### src/rtl/game_irq_scheduler.sv
// game_irq_scheduler
//   Merges the game interrupt sources (level-dependent tick, collision,
//   button press) onto the single KCPSM6 interrupt line. Each source latches
//   a pending cause. The firmware reads the causes, masks them through a
//   writable enable register, and clears them with a write-1-to-clear port.
//   A write to the clear port also marks the end of the service routine.
//
// Ports:
//   clk, rst       system clock, synchronous active-high reset
//   level_fast     selects the fast tick period
//   collision      collision level from the video datapath
//   db_btns[3:0]   debounced buttons
//   port_id[7:0]   KCPSM6 port address
//   out_port[7:0]  KCPSM6 write data
//   write_strobe   KCPSM6 write strobe
//   interrupt_ack  KCPSM6 interrupt acknowledge
//   interrupt      KCPSM6 interrupt request (registered)
//   irq_cause[7:0] pending causes: bit0 tick, bit1 collision, bit2 button
//   irq_mask[7:0]  enable mask; only bits 2:0 gate the request
module game_irq_scheduler #(
    parameter int         TICK_SLOW = 10000000,
    parameter int         TICK_FAST = 4000000,
    parameter int         CNT_W     = 26,
    parameter logic [7:0] MASK_PORT = 8'h0A,
    parameter logic [7:0] CLR_PORT  = 8'h0B
) (
    input  logic       clk,
    input  logic       rst,
    input  logic       level_fast,
    input  logic       collision,
    input  logic [3:0] db_btns,
    input  logic [7:0] port_id,
    input  logic [7:0] out_port,
    input  logic       write_strobe,
    input  logic       interrupt_ack,
    output logic       interrupt,
    output logic [7:0] irq_cause,
    output logic [7:0] irq_mask
);

    typedef enum logic [1:0] {IDLE, REQ, SERVICE} state_t;

    state_t           state, state_nxt;
    logic [CNT_W-1:0] cnt, period;
    logic             tick;
    logic             coll_q;
    logic [3:0]       btn_q;
    logic [2:0]       pend, set_v, clr_v;
    logic             mask_wr, clr_wr;

    // Tick counter: one tick per period+1 cycles. A count beyond the period
    // can only follow a switch to the shorter period; it restarts at zero
    // without producing a tick.
    assign period = level_fast ? CNT_W'(TICK_FAST) : CNT_W'(TICK_SLOW);
    assign tick   = (cnt == period);

    always_ff @(posedge clk) begin
        if (rst)                cnt <= '0;
        else if (cnt >= period) cnt <= '0;
        else                    cnt <= cnt + 1'b1;
    end

    // Edge detectors; simultaneous button edges collapse into one set.
    always_ff @(posedge clk) begin
        if (rst) begin
            coll_q <= 1'b0;
            btn_q  <= 4'b0;
        end else begin
            coll_q <= collision;
            btn_q  <= db_btns;
        end
    end

    assign mask_wr = write_strobe && (port_id == MASK_PORT);
    assign clr_wr  = write_strobe && (port_id == CLR_PORT);

    assign set_v = {|(db_btns & ~btn_q), collision & ~coll_q, tick};
    assign clr_v = clr_wr ? out_port[2:0] : 3'b000;

    // Pending causes latch regardless of the mask; a set in the same cycle
    // as its clear wins so no event is lost.
    always_ff @(posedge clk) begin
        if (rst) pend <= 3'b000;
        else     pend <= (pend & ~clr_v) | set_v;
    end

    always_ff @(posedge clk) begin
        if (rst)          irq_mask <= 8'h03;
        else if (mask_wr) irq_mask <= out_port;
    end

    assign irq_cause = {5'b0, pend};

    // Request FSM. SERVICE holds off new requests until the ISR signals its
    // end through the clear port; events arriving meanwhile stay pending and
    // are requested from IDLE, which guarantees a low cycle between requests.
    // Once raised, a request is never retracted by a mask change.
    always_comb begin
        state_nxt = state;
        case (state)
            IDLE:    if ((pend & irq_mask[2:0]) != 3'b000) state_nxt = REQ;
            REQ:     if (interrupt_ack)                    state_nxt = SERVICE;
            SERVICE: if (clr_wr)                           state_nxt = IDLE;
            default:                                       state_nxt = IDLE;
        endcase
    end

    always_ff @(posedge clk) begin
        if (rst) begin
            state     <= IDLE;
            interrupt <= 1'b0;
        end else begin
            state     <= state_nxt;
            interrupt <= (state_nxt == REQ);
        end
    end

endmodule

### config.mk
export PLATFORM = sky130hd
export DESIGN_NAME = game_irq_scheduler
export DESIGN_NICKNAME = d
export VERILOG_FILES = /design/src/rtl/game_irq_scheduler.sv
export SDC_FILE = /design/constraint.sdc
export NUM_CORES = 1
export LEC_CHECK = 0
export CORE_UTILIZATION = 30
export DETAILED_ROUTE_END_ITERATION = 16
export MAX_ROUTING_LAYER = met4
export SLEW_MARGIN = 10
export SYNTH_ARGS = -nofsm -noshare
export SYNTH_HDL_FRONTEND = slang
export SYNTH_SLANG_ARGS = --single-unit
### constraint.sdc
create_clock -name clk -period 2.6 [get_ports clk]
set_clock_uncertainty 0.05 [all_clocks]
set_input_delay 0.39 -clock clk [delete_from_list [all_inputs] [get_ports clk]]
set_output_delay 0.39 -clock clk [all_outputs]
set_load 0.005 [all_outputs]
==> out/results.md <==
| Stage | Quantity | This run |
|:---|:---|:---|
| worst setup path | Largest fanout on the critical path | 12 |
| detailed routing | Total detailed-routing wirelength | 4700 µm |
| worst setup path | Setup crit end kind | register |
| global routing | Maximum number of pins on one net before global-route repair | 20 |
| logic synthesis | Flip-flop and latch count after synthesis | 45 |
| timing | Final setup violation count | 0 |
| floorplanning | Core box area | 0.00733 mm² |
| worst setup path | Worst EP arrival | 2540 ps |
| floorplanning | Die height | 89.6 µm |
| logic synthesis | Fraction of registers with async set/reset | 0 |
| logic synthesis | Ranking of synthesized cells by area | dfxtp_1 39%, ha_1 7.1%, nor2_2 5.4%, xnor2_1 4.2%, xor2_1 3.8% |
| floorplanning | Chip Width | 89.6 µm |
| worst setup path | Family with the most delay on the worst path | simple AND/OR/NAND/NOR gates |
| clock network | Sinks on the clock net | 45 |
| logic synthesis | Mean Syn Cell Area | 9.64 µm² |
| clock network | CTS clk-pin slew, worst paths | 90 ps |
| clock network | Clock tree from TritonCTS | done |
| timing | Final max-slew violation count | 0 |
| layout | Diode count | 0 |
| layout | Layout cells sized above 1 | 0.186 |
| worst hold path | Path category of the worst min-delay check | register to register |
| placement | Buffers on Ports | 37 |
| global routing | Via count of the first global-routing pass | 1,670 |
| layout | Fin nets | 328 |
| timing | Max-Slew Margin vs Limit | 0.579 |
| placement | Minimum setup slack after placement | -119 ps |
| logic synthesis | Unique cell type count in the Yosys netlist | 49 |
| global routing | Number of antenna violations at the first check in global routing | 0 |
| detailed routing | Number of nets still failing antenna checks after routing | 0 |
| clock network | Hold bufs inserted after CTS | 0 |
| detailed routing | Average routed wire per standard cell | 12.1 µm |
| placement | Placed wire-length estimate after detailed placement | 3520 µm |
| timing | Setup repair after global routing missed its margin | no |
| logic synthesis | Number of enable flip-flop cells after synthesis | 0 |
| timing | Setup tns final | 0 ps |
| global routing | Aggregate global-route resource usage | 0.130 |
| clock network | Total of cells resized after clock tree synthesis | 0 |
| detailed routing | Routed vias/inst | 4.51 |
| detailed routing | Total vias in the final route | 1,754 |
| logic synthesis | Top-area cell type share of the netlist area | 0.391 |
| detailed routing | First DRT Iteration DRCs | 58 |
| logic synthesis | Top cell type by total area after synthesis | dfxtp_1 |
| clock network | Number of setup buffers added after CTS | 0 |
| timing | Ratio of final minimum period to clock period | 0.922 |
| clock network | Number of buffers added by the clock tree synthesis step | 5 |
| clock network | Clock latency reported for the late side of the worst-skew pair | 300 ps |
| logic synthesis | Most numerous cell in the Yosys netlist | dfxtp_1 |
| logic synthesis | Commonest cells post-synth | 45 x dfxtp_1, 20 x nor2_2, 14 x nor2_1 |
| timing | Number of endpoints with negative hold slack in the final report | 0 |
| power | PwrDens | 438 mW/mm² |
| clock network | H-tree level count | 2 |
| detailed routing | 1st-pass router iterations | 4 |
| logic synthesis | Commonest register cell after synthesis | dfxtp_1 |
| worst setup path | Type of origin of the critical path | input port |
| worst setup path | Slowest stage delay, CP | 490 ps |
| floorplanning | Boundary pin count | 43 |
| timing | Min Tclk post-route | 2400 ps |
| placement | Routability congestion estimate | 0.767 |
| global routing | Residual overflow from global routing | 0 |
| timing | Pin slew with the least headroom to its limit | 627 ps |
| outcome | Result of the run | finished, final reports clean |
| worst setup path | Buf/Inv on CP | 3 |
| logic synthesis | Synthesized netlist cell count | 239 |
| power | Total leakage power | 1.03 nW |
| worst setup path | Required time of the worst setup path | 2740 ps |
| layout | Area grow syn2layout | 26.6% |
| logic synthesis | Summed instance area of the synthesized netlist | 0.00230 mm² |
| global routing | Global-route wire length before repair | 7750 µm |
| job | Max-cap violation count | 0 |
| logic synthesis | Seq/Total Area, Yosys | 0.391 |
| floorplanning | Initial core utilization | 0.314 |
| clock network | CTS root buffer | clkbuf_8 |
| worst setup path | WS Path Type | input port to register |
| timing | Slack of the critical path | 203 ps |
| detailed routing | Final routed DRC violation total | 0 |
| floorplanning | Area of the die | 0.00803 mm² |
| timing | Highest Clock Rate | 0.417 GHz |
| floorplanning | Number of standard-cell rows in the floorplan | 31 |
| worst setup path | Crit path cell chain | clkdlybuf4s50_1 > inv_1 > ha_1 > or4b_4 > nor3_2 > o311ai_1 > nand3b_4 > buf_12 > nor2_1 |
| power | Peak supply drop | 0.243 mV |
| worst setup path | Slowest stage cell on the critical path | clkdlybuf4s50_1 |
| clock network | Number of buffers between clock root and the deepest sink | 2 |
| logic synthesis | Synthesis warning total | 0 |
## sequential cells by signal, indices dropped and copies added, names as in the netlist
name and flops:
btn_q 4, interrupt 1, coll_q 1, cnt 26, pend 3, state 2, irq_mask 8
## through the flow
step / power [mW] / area (µm²) / util / hold WS (ps) / std cells
3_3_place_gp: 0.846 / 2830 / 0.385 / 409 / 381
6_report: 1.28 / 2920 / 0.398 / 432 / 389
3_5_place_dp: 0.849 / 2830 / 0.385 / 415 / 381
2_1_floorplan: 0.785 / 2320 / - / 382 / 244
4_1_cts: 1.30 / 2920 / 0.398 / 430 / 389
5_1_grt: 1.35 / 2920 / 0.398 / 454 / 389
## layer usage
metal	GRT usage	part of all wire	vias to the layer above	routed length, µm
met2	0.207	0.44	42	2070
met1	0.168	0.50	795	2340
met5	-	0	-	0
met4	0.0346	0.0094	0	44
met3	0.0283	0.052	5	244
li1	-	-	912	-
## path summary, 6_finish.rpt
path	from	to	slack, ps	depth (start not counted)
max	level_fast	cnt[2]$_SDFF_PP0_	200	9
max reg2reg	cnt[7]$_SDFF_PP0_	cnt[2]$_SDFF_PP0_	480	9
min	cnt[24]$_SDFF_PP0_	cnt[24]$_SDFF_PP0_	430	1
min reg2reg	cnt[24]$_SDFF_PP0_	cnt[24]$_SDFF_PP0_	430	1
## cells in the final DEF (no fill, tap or decap), types with 4 or more instances in the layout
cell and count:
dfxtp_1 45, clkdlybuf4s50_1 37, nor2_2 20, nor2_1 14, inv_1 13, ha_1 13
nor2b_1 12, nand3_1 12, xnor2_1 11, buf_4 11, nand2_1 10, xor2_1 10
a21oi_1 7, nand4_1 6, mux2i_1 6, conb_1 6, o21ai_0 5, clkbuf_8 5
nor3_2 4
## final cells by class
type	count	area [µm²]
fill	717	4420
multi-input combinational	175	1280
sequential	45	901
timing repair buffer	49	473
tap	99	124
clock buffer	5	68.8
inverter	13	48.8
clock inverter	3	21.3
## power by group
| part | switching [mW] | total (mW) | internal, mW |
|---|---|---|---|
| clock network | 0.254 | 0.446 | 0.191 |
| logic | 0.0479 | 0.122 | 0.0742 |
| registers | 0.00758 | 0.709 | 0.702 |
## worst register-to-register path, stage by stage (launching register included)
cell and delay [ps]:
dfxtp_1 410, inv_1 90, ha_1 290, or3b_1 350, nor4_1 190, buf_4 160, o311ai_1 130, nand3b_4 140
buf_12 150, nor2_1 60
## cell families after synthesis
family	Yosys count	synth area share
and+or+nand+nor	106	0.304
DFF	45	0.391
AOI/OAI and AO/OA	23	0.0652
muxes	6	0.0261
adders and majority gates	13	0.0706
other	1	0.00163
buffers and inverters	24	0.0619
xor gates and xnor gates	21	0.0798
Power figures use the tool's default switching activity.
